## config.mk

```make
export PLATFORM = sky130hd
export DESIGN_NAME = inpkt_parser
export DESIGN_NICKNAME = d
export VERILOG_FILES = /design/src/rtl/inpkt_parser.sv
export SDC_FILE = /design/constraint.sdc
export NUM_CORES = 1
export LEC_CHECK = 0
export CAP_MARGIN = 30
export CORE_UTILIZATION = 50
export CTS_BUF_LIST = sky130_fd_sc_hd__clkbuf_4
export DETAILED_ROUTE_END_ITERATION = 10
export PLACE_DENSITY = 0.75
export SYNTH_ARGS = -nofsm -noshare
export SYNTH_HDL_FRONTEND = slang
export SYNTH_SLANG_ARGS = --single-unit
```

## constraint.sdc

```tcl
create_clock -name CLK -period 4.9 [get_ports CLK]
set_clock_uncertainty 0.2 [all_clocks]
set_input_delay 0.98 -clock CLK [delete_from_list [all_inputs] [get_ports CLK]]
set_output_delay 0.98 -clock CLK [all_outputs]
set_load 0.05 [all_outputs]
```

## src/rtl/inpkt_parser.sv

```systemverilog
// inpkt_parser: input-FIFO packet parser.
// Validates an 8-byte header, forwards the payload over a valid/ready
// handshake and, when INPKT_CKSUM_EN is defined, checks a 16-bit
// little-endian trailer checksum. Error flags in status are sticky.
// Build option: INPKT_CKSUM_EN (undefined by default: no trailer, no checksum).
module inpkt_parser #(
  parameter logic [7:0]  VERSION   = 8'd2,
  parameter logic [7:0]  TYPE_MASK = 8'b0000_0110,
  parameter logic [23:0] MAX_LEN   = 24'd16384
) (
  input  logic        CLK,
  input  logic        RESET_N,
  input  logic [7:0]  din,
  input  logic        empty,
  output logic        rd_en,
  output logic        hdr_valid,
  output logic [7:0]  pkt_type,
  output logic [15:0] pkt_id,
  output logic [23:0] pkt_len,
  output logic [7:0]  dout,
  output logic        dout_valid,
  input  logic        dout_ready,
  output logic        dout_last,
  output logic        pkt_done,
  output logic [7:0]  status
);

  typedef enum logic [1:0] {HDR, PAYLOAD, CKSUM, ERROR} state_t;

  state_t      state;
  logic [23:0] cnt;
  logic [7:0]  ver_byte;
  logic        err_version;
  logic        err_type;
  logic        err_len;
  logic        err_cksum;
  logic        take;
  logic        bad_ver;
  logic        bad_type;
  logic        bad_len;
  logic [23:0] cnt_inc;

`ifdef INPKT_CKSUM_EN
  logic [15:0] acc;
  logic [7:0]  ck_lo;
  logic        done_pend;
`else
  // Without a trailer the packet completes the moment the last byte is taken.
  assign err_cksum = 1'b0;
  assign pkt_done  = dout_valid && dout_ready && dout_last;
`endif

  assign status  = {4'b0000, err_cksum, err_len, err_type, err_version};
  assign take    = rd_en && !empty;
  assign cnt_inc = cnt + 24'd1;

  // Header checks, evaluated while byte 7 (on din) is being consumed.
  assign bad_ver  = (ver_byte != VERSION);
  assign bad_type = (pkt_type > 8'd7) || !TYPE_MASK[pkt_type[2:0]];
  assign bad_len  = (pkt_len == 24'd0) || (pkt_len > MAX_LEN) || (din != 8'h00);

  // FIFO read strobe: payload reads back-pressure on the output register.
  always_comb begin
    rd_en = 1'b0;
    if (RESET_N) begin
      case (state)
        HDR, CKSUM: rd_en = !empty;
        PAYLOAD:    rd_en = !empty && (!dout_valid || dout_ready);
        default:    rd_en = 1'b0;
      endcase
    end
  end

  // Parser FSM with registered outputs, output holding register and checksum.
  always_ff @(posedge CLK or negedge RESET_N) begin
    if (!RESET_N) begin
      state       <= HDR;
      cnt         <= 24'd0;
      ver_byte    <= 8'h00;
      hdr_valid   <= 1'b0;
      pkt_type    <= 8'h00;
      pkt_id      <= 16'h0000;
      pkt_len     <= 24'd0;
      dout        <= 8'h00;
      dout_valid  <= 1'b0;
      dout_last   <= 1'b0;
      err_version <= 1'b0;
      err_type    <= 1'b0;
      err_len     <= 1'b0;
`ifdef INPKT_CKSUM_EN
      err_cksum   <= 1'b0;
      pkt_done    <= 1'b0;
      acc         <= 16'h0000;
      ck_lo       <= 8'h00;
      done_pend   <= 1'b0;
`endif
    end else begin
      hdr_valid <= 1'b0;
      // A taken output byte frees the register unless a new byte loads below.
      if (dout_valid && dout_ready) begin
        dout_valid <= 1'b0;
        dout_last  <= 1'b0;
      end
`ifdef INPKT_CKSUM_EN
      pkt_done <= 1'b0;
      // Completion waits for the final payload byte to leave.
      if (done_pend && dout_valid && dout_ready) begin
        pkt_done  <= 1'b1;
        done_pend <= 1'b0;
      end
`endif
      case (state)
        HDR: begin
          if (take) begin
            cnt <= cnt_inc;
`ifdef INPKT_CKSUM_EN
            acc <= (cnt == 24'd0) ? {8'h00, din} : acc + {8'h00, din};
`endif
            case (cnt[2:0])
              3'd0: ver_byte       <= din;
              3'd1: pkt_type       <= din;
              3'd2: pkt_id[7:0]    <= din;
              3'd3: pkt_id[15:8]   <= din;
              3'd4: pkt_len[7:0]   <= din;
              3'd5: pkt_len[15:8]  <= din;
              3'd6: pkt_len[23:16] <= din;
              default: begin
                cnt         <= 24'd0;
                err_version <= err_version | bad_ver;
                err_type    <= err_type | bad_type;
                err_len     <= err_len | bad_len;
                if (bad_ver || bad_type || bad_len) begin
                  state <= ERROR;
                end else begin
                  hdr_valid <= 1'b1;
                  state     <= PAYLOAD;
                end
              end
            endcase
          end
        end
        PAYLOAD: begin
          if (take) begin
            dout       <= din;
            dout_valid <= 1'b1;
            dout_last  <= (cnt_inc == pkt_len);
`ifdef INPKT_CKSUM_EN
            acc <= acc + {8'h00, din};
`endif
            if (cnt_inc == pkt_len) begin
              cnt <= 24'd0;
`ifdef INPKT_CKSUM_EN
              state <= CKSUM;
`else
              state <= HDR;
`endif
            end else begin
              cnt <= cnt_inc;
            end
          end
        end
`ifdef INPKT_CKSUM_EN
        CKSUM: begin
          if (take) begin
            if (cnt == 24'd0) begin
              ck_lo <= din;
              cnt   <= 24'd1;
            end else begin
              cnt <= 24'd0;
              if ({din, ck_lo} == acc) begin
                state <= HDR;
                if (dout_valid && !dout_ready) done_pend <= 1'b1;
                else                          pkt_done  <= 1'b1;
              end else begin
                err_cksum <= 1'b1;
                state     <= ERROR;
              end
            end
          end
        end
`endif
        default: begin
          // ERROR: hold until reset, nothing forwarded.
          dout_valid <= 1'b0;
          dout_last  <= 1'b0;
        end
      endcase
    end
  end

endmodule

```

==> impl_metrics.ini, run 1 <==
[routing]
drtAntennaViolNets = 0
post_drt_via_cell_ratio = 5.88
drt_iter0_markers = 211
dr.pass1.iters = 5
finalWirelength_um = 13200
vias = 3957
drc_errors = 0
wire_per_inst_um = 19.6

[timing]
rsz0062_at_grt = no
hold_violations = 0
layout_min_cycle_time_ns = 4.06
setup_viol = 0
maxSlewViolCount = 0
fin_tns_setup_ns = 0
finalCritPeriodShare_pct = 82.8
max_freq_mhz = 247
maxSlewHeadroom_pct = 30.3
worst_slew_pin_slew_ns = 1.04

[clocking]
hold_buffers = 0
cts_buffers = 9
htree_levels = 3
path_clk_slew_ns = 0.16
root_buffer = clkbuf_4
cts_tree = yes
cts-resized-gates = 0
clock-sinks = 96
clk_latency_ns = 0.44
postCtsSetupRepairBufs = 0
clk_path_buf_depth = 2

[logic_synthesis]
yosysTopAreaCellShare_pct = 47.3
synth_top_cell_by_area = dfrtp_1
synth-seq-area-share_pct = 47.3
ys_ff_latch = 96
netlist_instances = 464
synth_area_mm2 = 0.00508
yosysUniqueCellTypes = 56
syn_area_per_cell_um2 = 11.0
async_reset_ff_share_pct = 100
synthTopCellsByArea = dfrtp_1 47%, mux2_2 14%, xnor2_1 4.1%, a22o_1 2.8%, nor4_1 2.3%
ys.flop_type = dfrtp_1
ys_warn_count = 0
synth_edf_count = 0

[power_and_ir_drop]
switching_power_uw = 321
power_density_mw_per_mm2 = 213
ir_drop_mv = 0.250
clkPwrFrac_pct = 34.5
p_int_uw = 968
netSwitchingFraction_pct = 24.9
power_frac_seq_pct = 61.5
leakage_nw = 2.74
combPwrFrac_pct = 4.0

[status]
status = completed

[die]
placementRows = 36
dieArea_mm2 = 0.0106
core_region_area_mm2 = 0.00982
io_pins = 81
die_x_um = 103
start_util_pct = 51.8
die_y_um = 103

[global_routing]
antenna_found_initial = 0
grt_pass1_vias = 3804
grtUsageTotal_pct = 26.3
grt_pass1_wl_um = 20500
overflow = 0
grt_max_degree = 69

[placed_design]
place.gp.congestion = 0.940
place_area_mm2 = 0.00590
io_buffers = 75
dpl.hpwl_um = 9660

[cells_and_area]
drive_gt1_share_pct = 18.1
antenna_cells = 0
final_cell_area_mm2 = 0.00604
nets = 553
fillers = 825
area_delta_synth_final_pct = 18.9

[hold_path]
hold_class = flop to flop
holdPathStages = 1
hold_path_end = err_version$_DFFE_PN0P_
min_from = err_version$_DFFE_PN0P_

[worst_setup_path]
arrival_ns = 4.21
critPathKind = flop to flop
end_kind = flop
required_ns = 5.05
worstPathMaxFanout = 14
ff2ff_setup_slack_ns = 0.84
r2r-start = cnt[0]$_DFFE_PN0P_
r2r-end = cnt[12]$_DFFE_PN0P_
worstSetupStartpointType = flop
reg2regPathDepth = 11

[flow_run]
max_cap_viol_count = 0
-- final cells by class --
cell class | count | area, µm² | share of cell area, %
Timing Repair Buffer | 78 | 771 | 12.8
Clock buffer | 10 | 75.1 | 1.24
Multi-Input combinational cell | 337 | 2510 | 41.6
Inverter | 13 | 48.8 | 0.808
Sequential cell | 96 | 2400 | 39.8
Clock inverter | 6 | 66.3 | 1.10
Tap cell | 133 | 166 | 2.75
-- cell families after synthesis --
family / Yosys count / share of synthesized area, %
flops: 96 / 47.3
simple gates: 156 / 17.6
compound gates: 76 / 10.5
fa+ha+maj: 6 / 1.48
mux: 66 / 14.6
xor+xnor: 28 / 4.83
other cells: 1 / 0.0738
buf+inv: 35 / 3.62
-- metal layers --
metal | wire, µm | GRT usage [%] | part of all wire [%]
met3 | 1110 | 6.31 | 8.4
met1 | 5590 | 34.9 | 42
met4 | 340 | 10.8 | 2.6
met2 | 6160 | 41.6 | 47
met5 | 0 | 0 | 0
-- Yosys cell counts, types with 7 or more instances --
cell,number
a21o_1,7
a21oi_1,9
a22o_1,16
and3_1,12
buf_4,10
dfrtp_1,96
inv_1,13
mux2_2,65
nand2_1,30
nand3_1,14
nor2_1,26
nor3_1,8
nor4_1,19
o21ai_0,18
or3_1,8
xnor2_1,24
-- worst max-delay path, cell delays in order (launching register included) --
cell and delay (ns):
dfrtp_1 0.49, ha_1 0.29, ha_1 0.32, xnor2_1 0.13
nor4_1 0.30, o2111ai_1 0.17, or4_1 0.55, or4_4 0.47
o21ai_4 0.38, buf_4 0.28, o21ai_0 0.10, a22o_1 0.29
-- worst max-delay path by stage --
stage                             from             endpoint  slack (ns)
floorplan           cnt[0]$_DFFE_PN0P_   cnt[5]$_DFFE_PN0P_        1.42
global placement            dout_ready                rd_en        1.01
detailed placement  cnt[0]$_DFFE_PN0P_  cnt[12]$_DFFE_PN0P_        0.93
CTS                 cnt[0]$_DFFE_PN0P_  cnt[22]$_DFFE_PN0P_        0.89
global route        cnt[0]$_DFFE_PN0P_  cnt[12]$_DFFE_PN0P_        0.60
finish              cnt[0]$_DFFE_PN0P_  cnt[12]$_DFFE_PN0P_        0.84
-- sequential cells by signal, indices dropped and copies added (netlist names) --
register     count
err_version      1
dout_last        1
err_type         1
dout             8
err_len          1
pkt_type         8
cnt             24
state            2
pkt_id          16
hdr_valid        1
dout_valid       1
pkt_len         24
ver_byte         8
-- cells in the final DEF (no fill, tap or decap), types with 2 or more instances in the layout --
master,netlist,routed
a21o_1,7,7
a21oi_1,9,9
a22o_1,16,16
a31oi_1,4,4
and3_1,12,12
buf_4,10,4
clkbuf_4,0,10
clkdlybuf4s50_1,0,74
clkinvlp_4,0,2
conb_1,1,5
dfrtp_1,96,96
ha_1,6,6
inv_1,13,13
inv_6,0,2
mux2_2,65,65
nand2_1,30,30
nand2b_1,6,6
nand3_1,14,14
nand3_2,2,2
nand3_4,2,2
nand4_1,6,6
nand4_2,2,2
nand4b_1,2,2
nor2_1,26,26
nor2b_1,6,6
nor3_1,8,8
nor3_2,2,2
nor3b_1,2,2
nor4_1,19,19
nor4b_1,2,2
o21ai_0,18,18
o21ai_1,4,4
o31ai_1,6,6
or3_1,8,8
xnor2_1,24,24
xor2_1,4,4
-- through the flow --
stage	hold WS, ns	setup slack, ns	cells	power (mW)	utilization, %
global route	0.283	0.602	673	1.33	61.5
global placement	0.244	1.01	657	0.861	60.1
detailed placement	0.244	0.932	657	0.861	60.1
finish	0.273	0.845	673	1.29	61.5
CTS	0.279	0.888	673	1.30	61.5
floorplan	0.229	1.42	468	0.827	-
-- power groups by stage --
stage / Sequential, mW / Clock [mW] / Combinational (mW)
after floorplan: 0.808 / 0 / 0.0194
after global placement: 0.808 / 0 / 0.0531
after detailed placement: 0.808 / 0 / 0.0536
after CTS: 0.793 / 0.452 / 0.0536
after global routing: 0.793 / 0.476 / 0.0577
final: 0.793 / 0.444 / 0.0519
No activity file was read; power rests on OpenSTA's default activity.
==> run 2: changes to the inputs <==
==> constraint.sdc (replaced) <==
create_clock -name CLK -period 3.77 [get_ports CLK]
set_clock_uncertainty 0.2 [all_clocks]
set_input_delay 0.754 -clock CLK [delete_from_list [all_inputs] [get_ports CLK]]
set_output_delay 0.754 -clock CLK [all_outputs]
set_load 0.05 [all_outputs]
==> run 2 against run 1 <==
Net effect: first-iteration DRC count rose by 14%; register-to-register slack got worse by 0.69 ns; final area grew 2.3%; maximum frequency up 12%; critical path depth rose by 1; die area did not move; wire length is 2.7% higher; hold slack got worse by 0.15 ns; via count up 2.2%; largest cell class unchanged; highest routed layer unchanged.
==> impl_metrics.ini, run 2 (same netlist as run 1, synthesis figures left out) <==
[die]
core_region_area_mm2 = 0.00982
start_util_pct = 51.8
io_pins = 81
die_x_um = 103
die_y_um = 103
placementRows = 36
dieArea_mm2 = 0.0106

[worst_setup_path]
worstPathMaxFanout = 19
crit_slowest_cell = or4_4
slowest_delay_ns = 0.59
required_ns = 3.93
critPathKind = flop to flop
worstSetupStartpointType = flop
crit_chain = ha_2 > nand3_4 > nor4_4 > buf_4 > nand4_2 > a31oi_1 > nand4_1 > or4_4 > o21ai_4 > buf_12 > o21ai_0 > a22o_1
arrival_ns = 3.77
end_kind = flop
path_buf_inv = 2
critPathTopFamily = simple AND/OR/NAND/NOR gates

[flow_run]
max_cap_viol_count = 0

[cells_and_area]
reg.largest.list = cnt: 24 flops, pkt_len: 24 flops, pkt_id: 16 flops
final_cell_area_mm2 = 0.00618
fillers = 834
area_delta_synth_final_pct = 21.6
antenna_cells = 0
nets = 569
final_common_cell = dfrtp_1
final_cell_mix = 93 x dfrtp_1, 73 x clkdlybuf4s50_1, 65 x mux2_2
drive_gt1_share_pct = 21.6

[routing]
vias = 4046
drtAntennaViolNets = 0
post_drt_via_cell_ratio = 5.87
drc_errors = 0
drt_iter0_markers = 241
wire_per_inst_um = 19.7
finalWirelength_um = 13600
dr.pass1.iters = 5

[timing]
worst_slew_pin_slew_ns = 0.885
setup_viol = 0
hold_violations = 0
layout_min_cycle_time_ns = 3.61
maxSlewViolCount = 0
finalCritPeriodShare_pct = 95.9
maxSlewHeadroom_pct = 41.0
max_freq_mhz = 277
hold_slack_ns = 0.127

[global_routing]
grt_max_degree = 71
overflow = 0
antenna_found_initial = 0
grtUsageTotal_pct = 26.3
grt_pass1_vias = 3900
grt_pass1_wl_um = 20400

[clocking]
cts_buffers = 9
clk_path_buf_depth = 2
htree_levels = 3
path_clk_slew_ns = 0.16
cts_tree = yes
root_buffer = clkbuf_4
clock-sinks = 96
clk_latency_ns = 0.44

[placed_design]
place.gp.congestion = 0.921
dpl.hpwl_um = 9850
place_area_mm2 = 0.00603
io_buffers = 75

[hold_path]
hold_class = input pin to async pin

[power_and_ir_drop]
power_density_mw_per_mm2 = 261
leakage_nw = 2.82
finalPower_mw = 1.61
ir_drop_mv = 0.194

[status]
status = completed
## run 2: changes by cell type in the layout (fill, tap and decap cells not counted), moves of 2 or more
cell and delta:
buf_4 +15, dfrtp_1 -3, dfrtp_2 +3, buf_12 +2, clkinv_4 +2, clkinvlp_4 -2
## run 2: layer usage
| layer | GRT usage (%) | vias up | wire length (µm) |
|---|---|---|---|
| met5 | 0 | - | 0 |
| met2 | 42.3 | 149 | 6390 |
| li1 | - | 1862 | - |
| met3 | 7.25 | 28 | 977 |
| met1 | 34.2 | 2007 | 5870 |
| met4 | 9.75 | 0 | 331 |
## run 2: what timing repair did
action                     in CTS  in global routing
gates resized for setup         0                  7
setup buffers                   0                  2
setup endpoints to repair       0                 18
hold buffers                    0                  0
## run 2: final timing paths
path | startpoint | end | slack [ns] | cells past startpoint
max in group asynchronous | RESET_N | pkt_id[12]$_DFFE_PN0P_ | 2.02 | 3
max reg2reg | cnt[0]$_DFFE_PN0P_ | cnt[12]$_DFFE_PN0P_ | 0.16 | 12
min in group CLK | err_version$_DFFE_PN0P_ | err_version$_DFFE_PN0P_ | 0.27 | 1
min reg2reg | err_version$_DFFE_PN0P_ | err_version$_DFFE_PN0P_ | 0.27 | 1
max | cnt[0]$_DFFE_PN0P_ | cnt[12]$_DFFE_PN0P_ | 0.16 | 12
min | RESET_N | cnt[9]$_DFFE_PN0P_ | 0.13 | 2
## run 2: area by class of cell
| type | instances | area, µm² | area share, % |
|---|---|---|---|
| Clock buffer | 10 | 75.1 | 1.21 |
| Clock inverter | 6 | 42.5 | 0.688 |
| Inverter | 13 | 48.8 | 0.789 |
| Multi-Input combinational cell | 337 | 2530 | 40.9 |
| Sequential cell | 96 | 2410 | 38.9 |
| Tap cell | 133 | 166 | 2.69 |
| Timing Repair Buffer | 94 | 913 | 14.8 |
## run 2: where the power goes
part           switching, mW  total [mW]  internal, mW  leakage, nW
Sequential          0.000213        1.03          1.03         1.30
Clock                  0.362       0.509         0.147       0.0664
Combinational         0.0547      0.0748        0.0201         1.45
## run 2: stage by stage
| step | utilization, % | cells | setup TNS [ns] | setup WS [ns] |
|---|---|---|---|---|
| finish | 63.0 | 689 | 0 | 0.156 |
| global route | 63.0 | 689 | -0.139 | -0.0420 |
| CTS | 62.6 | 687 | 0 | 0.117 |
| detailed placement | 61.4 | 671 | 0 | 0.122 |
| global placement | 61.4 | 671 | 0 | 0.253 |
| floorplan | - | 468 | 0 | 0.294 |
==> run 3: changes to the inputs <==
--- a/config.mk
+++ b/config.mk
@@ -9,6 +9,7 @@
 export CORE_UTILIZATION = 50
 export CTS_BUF_LIST = sky130_fd_sc_hd__clkbuf_4
 export DETAILED_ROUTE_END_ITERATION = 10
+export GPL_TIMING_DRIVEN = 0
 export PLACE_DENSITY = 0.75
 export SYNTH_ARGS = -nofsm -noshare
 export SYNTH_HDL_FRONTEND = slang
==> run 3 against run 2 <==
Net effect: register-to-register slack worse by 0.11 ns; first-iteration DRC count grew 2.1%; via count increased by 0.89%; global-route usage is 0.20 points higher; sequential cell count is the same; final area rose by 0.89%; worst setup slack lost 0.11 ns; hold slack improved by 0.021 ns; clock power is 0.8% higher; power rose by 0.24%; sequential share of layout area fell by 0.36 points; die area did not move.
==> impl_metrics.ini, run 3 (same netlist as run 1, synthesis figures left out) <==
[placed_design]
place.gp.congestion = 0.945
io_buffers = 73
dpl.hpwl_um = 9460
dpl_worst_slack_ns = -0.234
place_area_mm2 = 0.00602

[global_routing]
antenna_found_initial = 0
grt_pass1_vias = 3893
grt_pass1_wl_um = 20600
grt_max_degree = 74
overflow = 0
grtUsageTotal_pct = 26.5

[routing]
drc_errors = 0
post_drt_via_cell_ratio = 5.84
vias = 4082
drt_iter0_markers = 246
wire_per_inst_um = 18.9
drtAntennaViolNets = 0
finalWirelength_um = 13200
dr.pass1.iters = 5

[status]
status = completed

[power_and_ir_drop]
power_density_mw_per_mm2 = 259
leakage_nw = 2.87
ir_drop_mv = 0.232
clkPwrFrac_pct = 31.7
netSwitchingFraction_pct = 25.4
switching_power_uw = 411
power_frac_seq_pct = 63.7
p_int_mw = 1.21
combPwrFrac_pct = 4.6

[timing]
maxSlewViolCount = 0
setup_ws_ns = 0.0461
worst_slew_pin_slew_ns = 0.681
rsz0062_at_grt = yes
layout_min_cycle_time_ns = 3.72
finalCritPeriodShare_pct = 98.8
hold_slack_ns = 0.147
maxSlewHeadroom_pct = 54.5
setup_viol = 0
fin_tns_setup_ns = 0
max_freq_mhz = 269
hold_violations = 0

[worst_setup_path]
slowest_delay_ns = 0.54
worstPathMaxFanout = 5
end_kind = flop
required_ns = 3.90
crit_chain = ha_2 > ha_1 > xnor2_1 > nor4_1 > o2111ai_1 > or4_1 > or4_4 > o21ai_4 > buf_4 > o21ai_0 > a22o_1
crit_slowest_cell = or4_1
critPathKind = flop to flop
reg2regPathDepth = 11
worstSetupStartpointType = flop
arrival_ns = 3.86
r2r-end = cnt[23]$_DFFE_PN0P_
ff2ff_setup_slack_ns = 0.05
r2r-start = cnt[0]$_DFFE_PN0P_

[cells_and_area]
ff_latch_area_mm2 = 0.00240
final_common_cell = dfrtp_1
drive_gt1_share_pct = 22.1
multi_input_area_mm2 = 0.00253
nets = 579
fillers = 820
final_cell_area_mm2 = 0.00624
final_util_pct = 63.5
antenna_cells = 0
area_delta_synth_final_pct = 22.7
final_cell_mix = 94 x dfrtp_1, 72 x clkdlybuf4s50_1, 65 x mux2_2
reg.largest.list = cnt: 24 flops, pkt_len: 24 flops, pkt_id: 16 flops

[clocking]
cts_buffers = 9
clk_latency_ns = 0.44
cts_tree = yes
clock-sinks = 96
clk_path_buf_depth = 2
path_clk_slew_ns = 0.15
root_buffer = clkbuf_4
htree_levels = 3

[die]
io_pins = 81
start_util_pct = 51.8
dieArea_mm2 = 0.0106
die_x_um = 103
placementRows = 36
die_y_um = 103
core_region_area_mm2 = 0.00982

[hold_path]
hold_class = input pin to async pin

[flow_run]
max_cap_viol_count = 0
[run 3: cell type report]
| type | count | share of cell area, % |
|---|---|---|
| Timing Repair Buffer | 82 | 13.2 |
| Tap cell | 133 | 2.67 |
| Buffer | 22 | 2.27 |
| Clock inverter | 5 | 0.622 |
| Multi-Input combinational cell | 337 | 40.6 |
| Clock buffer | 11 | 1.32 |
| Sequential cell | 96 | 38.6 |
| Inverter | 13 | 0.782 |
[run 3: critical path, delay by kind of cell (launching register included)]
kind	cells	cell delay (ns)
simple gates	3	1.34
compound gates	4	0.75
fa+ha+maj	2	0.56
flops	1	0.45
buf+inv	1	0.18
xor+xnor	1	0.14
[run 3: stage by stage]
stage	cells	total power, mW
floorplan	468	1.08
global placement	674	1.12
detailed placement	675	1.12
CTS	699	1.63
global route	699	1.68
finish	699	1.62
[run 3: timing repair]
action                                  4_1_cts  5_1_grt
setup buffers                                 6        0
pin swaps                                     2        2
hold buffers                                  2        0
endpoints found under the setup margin       22       21
hold endpoints to repair                      9        0
gates resized for setup                       4        4
[run 3: worst max-delay path by stage]
| stage | slack (ns) | endpoint | depth (start not counted) | startpoint |
|---|---|---|---|---|
| CTS | 0.03 | cnt[23]$_DFFE_PN0P_ | 11 | cnt[0]$_DFFE_PN0P_ |
| floorplan | 0.29 | cnt[5]$_DFFE_PN0P_ | 11 | cnt[0]$_DFFE_PN0P_ |
| detailed placement | -0.23 | cnt[23]$_DFFE_PN0P_ | 11 | cnt[0]$_DFFE_PN0P_ |
| global placement | -3.08 | rd_en | 5 | RESET_N |
| finish | 0.05 | cnt[23]$_DFFE_PN0P_ | 11 | cnt[0]$_DFFE_PN0P_ |
| global route | -0.03 | cnt[15]$_DFFE_PN0P_ | 11 | cnt[0]$_DFFE_PN0P_ |
[run 3: power groups by stage]
stage	registers (mW)	clock network [mW]	logic [mW]
final	1.03	0.513	0.0749
after global routing	1.03	0.566	0.0833
after CTS	1.03	0.521	0.0768
after detailed placement	1.05	0	0.0741
after global placement	1.05	0	0.0700
after floorplan	1.05	0	0.0252
[run 3: metal layers]
metal,up-vias,global-route usage [%],share of wire (%)
met5,-,0,0
met4,0,11.3,3.2
met3,32,8.00,8.6
met2,179,41.2,46
met1,1988,34.7,42
li1,1883,-,-
